<file path="config.mk">
export PLATFORM = sky130hd
export DESIGN_NAME = cpu_run_ctrl
export DESIGN_NICKNAME = d
export VERILOG_FILES = /design/src/rtl/cpu_run_ctrl.sv
export SDC_FILE = /design/constraint.sdc
export NUM_CORES = 1
export LEC_CHECK = 0
export CORE_ASPECT_RATIO = 1.5
export CORE_MARGIN = 1.5
export CORE_UTILIZATION = 30
export CTS_CLUSTER_SIZE = 30
export DETAILED_ROUTE_END_ITERATION = 7
export SYNTH_ARGS = -nofsm -noshare
export SYNTH_HDL_FRONTEND = slang
export SYNTH_SLANG_ARGS = --single-unit
</file>
<file path="constraint.sdc">
create_clock -name clk -period 2.5 [get_ports clk]
set_input_delay 0.25 -clock clk [delete_from_list [all_inputs] [get_ports clk]]
set_output_delay 0.25 -clock clk [all_outputs]
set_load 0.02 [all_outputs]
</file>
<file path="src/rtl/cpu_run_ctrl.sv">
// cpu_run_ctrl: host-driven run controller for a small CPU core.
// It loads the instruction memory, starts, steps and pauses the CPU,
// stops at a breakpoint, and declares HALTED once the PC stops changing.
//
// Ports:
//   clk, rst                  clock; asynchronous active-low reset
//   host_valid/host_ready     command handshake (ready is low only while stepping)
//   host_cmd                  00 WRITE, 01 RUN, 10 STEP, 11 RESET
//   host_data                 WRITE payload
//   imem_we/addr/wdata        registered instruction-memory write port
//   cpu_rst, cpu_en           CPU reset (active high) and clock enable
//   pc_in                     CPU program counter
//   bp_en, bp_addr            breakpoint control
//   state_o                   IDLE=0 RUN=1 STEP=2 PAUSED=3 HALTED=4
//   cmd_err, step_done        one-cycle status pulses
//   run_cycles                saturating count of cpu_en-high cycles
module cpu_run_ctrl #(
  parameter int unsigned ADDR_W      = 16,
  parameter int unsigned INSN_W      = 16,
  parameter int unsigned STEP_CYCLES = 4,
  parameter int unsigned HALT_WINDOW = 16
) (
  input  logic              clk,
  input  logic              rst,
  input  logic              host_valid,
  output logic              host_ready,
  input  logic [1:0]        host_cmd,
  input  logic [INSN_W-1:0] host_data,
  output logic              imem_we,
  output logic [ADDR_W-1:0] imem_addr,
  output logic [INSN_W-1:0] imem_wdata,
  output logic              cpu_rst,
  output logic              cpu_en,
  input  logic [ADDR_W-1:0] pc_in,
  input  logic              bp_en,
  input  logic [ADDR_W-1:0] bp_addr,
  output logic [2:0]        state_o,
  output logic              cmd_err,
  output logic              step_done,
  output logic [31:0]       run_cycles
);

  localparam int unsigned HcW = $clog2(HALT_WINDOW + 1);
  localparam int unsigned ScW = (STEP_CYCLES > 1) ? $clog2(STEP_CYCLES) : 1;
  localparam logic [HcW-1:0] HaltLast = HcW'(HALT_WINDOW - 1);
  localparam logic [ScW-1:0] StepLast = ScW'(STEP_CYCLES - 1);

  localparam logic [1:0] CmdWrite = 2'b00;
  localparam logic [1:0] CmdRun   = 2'b01;
  localparam logic [1:0] CmdStep  = 2'b10;
  localparam logic [1:0] CmdReset = 2'b11;

  typedef enum logic [2:0] {
    StIdle   = 3'd0,
    StRun    = 3'd1,
    StStep   = 3'd2,
    StPaused = 3'd3,
    StHalted = 3'd4
  } state_e;

  state_e            state_q;
  logic [ADDR_W-1:0] load_ptr_q;
  logic [ADDR_W-1:0] pc_q;
  logic [HcW-1:0]    halt_cnt_q;
  logic [ScW-1:0]    step_cnt_q;

  logic accept;
  logic go_idle;
  logic cmd_bad;
  logic pc_changed;
  logic bp_hit;
  logic halt_hit;

  // Outputs decoded straight from the state register so that an asynchronous
  // reset drops cpu_en and raises cpu_rst without waiting for a clock edge.
  assign host_ready = (state_q != StStep);
  assign cpu_rst    = (state_q == StIdle);
  assign cpu_en     = (state_q == StRun) || (state_q == StStep);
  assign state_o    = state_q;

  always_comb begin
    accept     = host_valid & host_ready;
    go_idle    = accept && (host_cmd == CmdReset);
    pc_changed = (pc_in != pc_q);
    // Requiring a PC change lets a resume from the breakpoint address proceed.
    bp_hit     = bp_en && (pc_in == bp_addr) && pc_changed;
    halt_hit   = !pc_changed && (halt_cnt_q == HaltLast);
    cmd_bad    = 1'b0;
    unique case (state_q)
      StIdle:   cmd_bad = 1'b0;
      StRun:    cmd_bad = (host_cmd != CmdReset);
      StStep:   cmd_bad = 1'b0;
      StPaused: cmd_bad = (host_cmd == CmdWrite);
      StHalted: cmd_bad = (host_cmd != CmdReset);
      default:  cmd_bad = 1'b0;
    endcase
  end

  always_ff @(posedge clk or negedge rst) begin
    if (!rst) begin
      state_q    <= StIdle;
      load_ptr_q <= '0;
      pc_q       <= '0;
      halt_cnt_q <= '0;
      step_cnt_q <= '0;
      imem_we    <= 1'b0;
      imem_addr  <= '0;
      imem_wdata <= '0;
      cmd_err    <= 1'b0;
      step_done  <= 1'b0;
      run_cycles <= '0;
    end else begin
      imem_we   <= 1'b0;
      step_done <= 1'b0;
      cmd_err   <= accept & cmd_bad;
      pc_q      <= pc_in;

      if (cpu_en && (run_cycles != '1)) begin
        run_cycles <= run_cycles + 32'd1;
      end

      unique case (state_q)
        StIdle: begin
          if (accept) begin
            unique case (host_cmd)
              CmdWrite: begin
                imem_we    <= 1'b1;
                imem_addr  <= load_ptr_q;
                imem_wdata <= host_data;
                load_ptr_q <= load_ptr_q + 1'b1;
              end
              CmdRun: begin
                state_q    <= StRun;
                halt_cnt_q <= '0;
              end
              CmdStep: begin
                state_q    <= StStep;
                step_cnt_q <= '0;
              end
              default: ;  // RESET handled by go_idle below
            endcase
          end
        end
        StRun: begin
          halt_cnt_q <= pc_changed ? '0 : halt_cnt_q + 1'b1;
          if (bp_hit) begin
            state_q <= StPaused;
          end else if (halt_hit) begin
            state_q <= StHalted;
          end
        end
        StStep: begin
          if (step_cnt_q == StepLast) begin
            state_q   <= StPaused;
            step_done <= 1'b1;
          end else begin
            step_cnt_q <= step_cnt_q + 1'b1;
          end
        end
        StPaused: begin
          if (accept && (host_cmd == CmdRun)) begin
            state_q    <= StRun;
            halt_cnt_q <= '0;
          end else if (accept && (host_cmd == CmdStep)) begin
            state_q    <= StStep;
            step_cnt_q <= '0;
          end
        end
        StHalted: ;
        default: state_q <= StIdle;
      endcase

      // An accepted RESET overrides everything above, including a breakpoint
      // hit or halt detect on the same edge.
      if (go_idle) begin
        state_q    <= StIdle;
        load_ptr_q <= '0;
        halt_cnt_q <= '0;
        step_cnt_q <= '0;
        run_cycles <= '0;
      end
    end
  end

endmodule
</file>
==> impl_results.md <==
- Clock Skews: roughly 9 ps
- Die Area: roughly 18000 sq um
- CTS sink count: 109
- Share of flip-flops with an asynchronous set or reset: between 90% and 100%
- Status: complete, but fails checks
- R2R Setup Slk: roughly 170 ps
- Worst Tran Pin Value: approximately 810 ps
- Initial Utilization: between 30% and 40%
- GRT met1 Usage: between 15 and 20%
- Grt peak-use layer: met2
- GRT met3 Usage: under 10%
- Met2 Use GR: 26.0%
- Most frequent cells in the layout: nand2_1, clkdlybuf4s50_1, dfrtp_1
- Clock transition at path regs: 80 ps
- Core Area: ~17000 sq um
- CTS Buf Count: 9
- Fin cells: between 900 and 1k
- Synthesized area: 5240 sq um
- Hold Slack: -19.4 ps
- Routed WL per cell: about 14 um
- WL final: between 10000 and 15000 um
- Drt drc: 0
- Final setup viols: 0
- Postcts setup bufs: 0
- Pin count of the biggest net entering global routing: 65
- Via count: ~4.4k
- Io pins: roughly 130
- Initial DRC count: about 220
- Min Tclk post-route: 2360 ps
- Clk buf depth: 2
- Ys Warns: 0
- Area share of the largest cell type after synthesis: 52.0%
- Netlist cell types: 46
- Port Buffers: 126
- Commonest non-fill, non-tap cell in the layout: nand2_1
- First-pass GRT wire length: between 20000 and 25000 um
- Final non-filler cell area: roughly 7000 sq um
- Top FF cell, synth: dfrtp_1
- Reg-to-Reg End: run_cycles[17]
- # fillers: roughly 1.7k
- Yosys reg bits: about 110
- Via/cell ratio: about 4.8
- Largest family of logic cells by synthesized area: simple AND/OR/NAND/NOR gates
- Vias in the first global route: 4332
- Leakage Power: between 0.003 and 0.004 uW
- Mux cell area share after synthesis: less than 1%
- Setup Crit Path Kind: flop to output pin
- PwrDens: slightly above 800 nW/um^2
- Number of hold violations in the final report: 24
- Post-synth EDFFs: 0
- CTS tree: built
- Avg Inst Size Synth: approximately 9.4 sq um
- Synth Area in Adders: around 2.1%
- Peak VDD IR: between 0.4 and 0.5 mV
- H-tree Lvls: 3
- Synth area leader: dfrtp_1
- Worst Path Required: 2250 ps
- Failing checks: hold timing
- Cell Count Post-Placement: 898
- Final nets: 759
- Synth Area in Simple Gates: between 20% and 30%
- Root Buffer: clkbuf_16
- Gates resized, CTS repair: 0
- Register area share after synthesis: about 52%
- Total GRT Usage: between 10% and 20%
- Antenna cells: 0
- Fin. max-slew vios: 0
- CP Capture Type: output pin
- Synth Area in Compound Gates: 5.66%
- Post-route ant nets: 0
- First-pass DRT Iterations: 4
- Die height: 165 um
- Fmax: about 420 MHz
- Hold Path Class: input port to async pin
- Max Cap Violations: 0
- Syn Inst Count: about 560
- Width of the chip: 111 um
- Crit share post-route: 94.2%
- Ratio of cells with drive above 1 in the final layout: under 10%
- Mapped Nets: 620
- Layout area overhead: 37.0%
- Post-CTS Hold Fix Bufs: 0
- Initial antenna violation count: 0
- Worst-path cell chain: buf_4 -> or3b_2 -> clkdlybuf4s50_1
- Post-Synth XOR/XNOR Area: between 10 and 15%
- Crit-path max cell delay: between 500 and 600 ps
- Clk Latency, worst-skew pair: ~360 ps
- CP max FO: 11
- Depth of the most critical reg-to-reg path: 6
- GRT overflow: 0
- Placed wire-length estimate: just under 10000 um
- Reg2reg start: run_cycles[8]
- RSZ-0062 raised after global routing: no
- CP Data Arrival Time: 2110 ps
- Setup TNS Final: 0 ps
- Slowest library cell on the worst path: clkdlybuf4s50_1
- Site Rows: between 50 and 60
- Rel. slew slack: between 40% and 50%
- Placed cell areas: between 6000 and 7000 sq um
- Top post-synthesis cells by area: dfrtp_1, nand2_1, xnor2_1, xor2_1, nor2_1
- RePlAce Congestion: 0.833
- CP Launch Type: flop
## registers in the layout, summed over array words and instances (netlist names)
signal and flops:
load_ptr_q 16, imem_wdata 16, imem_we 1, pc_q 16
imem_addr 16, step_done 1, run_cycles 32, state_o 3
halt_cnt_q 5, cmd_err 1, step_cnt_q 2
## synth_stat cells, types with 4 or more instances
master,number
a21oi_1,11
and3_1,8
buf_1,6
clkbuf_1,12
dfrtp_1,109
ha_1,9
inv_1,12
nand2_1,131
nand3_1,35
nand4_1,19
nor2_1,54
nor2b_1,4
nor3_1,11
nor4_1,6
o211ai_1,4
o21ai_0,11
or3_1,5
xnor2_1,40
xor2_1,32
## metal layers
| metal | vias to the layer above | wire (um) |
|---|---|---|
| li1 | 2151 | - |
| met1 | 2116 | 5470 |
| met2 | 96 | 7000 |
| met3 | 16 | 438 |
| met4 | 0 | 239 |
| met5 | - | 0 |
## logic make-up (layout without fill, tap and decap cells)
| group | count (synthesis) | count (layout) |
|---|---|---|
| adders and majority gates | 9 | 9 |
| muxes | 1 | 1 |
| and+or+nand+nor | 288 | 288 |
| AOI/OAI and AO/OA | 45 | 45 |
| DFF | 109 | 109 |
| xor gates and xnor gates | 72 | 72 |
| buffers and inverters | 33 | 177 |
## stage by stage
stage / power, uW / setup slack [ps] / hold WS, ps / utilization [%]
after floorplan: 3360 / 131 / -45.6 / -
after global placement: 4290 / 184 / 388 / 39.8
after detailed placement: 4330 / 188 / 403 / 39.8
after CTS: 5940 / 134 / 14.6 / 41.8
after global routing: 6200 / 26.3 / 49.4 / 41.8
final: 5870 / 144 / -19.4 / 41.8
## final cells by class
class                      count  area [sq um]  area share (%)
tap                          213           267            3.71
sequential                   109          2730            38.0
timing repair buffer         148          1420            19.8
inverter                      13          48.8           0.679
clock buffer                   9           225            3.14
multi-input combinational    415          2380            33.2
clock inverter                 7           106            1.48
## how the worst max path moves through the flow
stage,from,endpoint,cells after the start
2_1_floorplan,run_cycles[6],run_cycles[0],8
3_3_place_gp,host_valid,load_ptr_q[14],7
3_5_place_dp,host_valid,load_ptr_q[12],7
4_1_cts,state_o[1],cpu_en,3
5_1_grt,state_o[1],cpu_en,3
6_report,state_o[0],host_ready,3
## worst max-delay path, delay by kind of cell (launching register included)
family / cells / cell delay [ps]
buffers and inverters: 2 / 770
flip-flops: 1 / 430
AND/OR/NAND/NOR: 1 / 540
## power by group
part,total [uW],switching (uW),internal (uW)
Clock,1580,685,894
Sequential,2310,262,2050
Combinational,1980,1060,915
Total,5870,2010,3860
(Power assumes the default switching activity.)
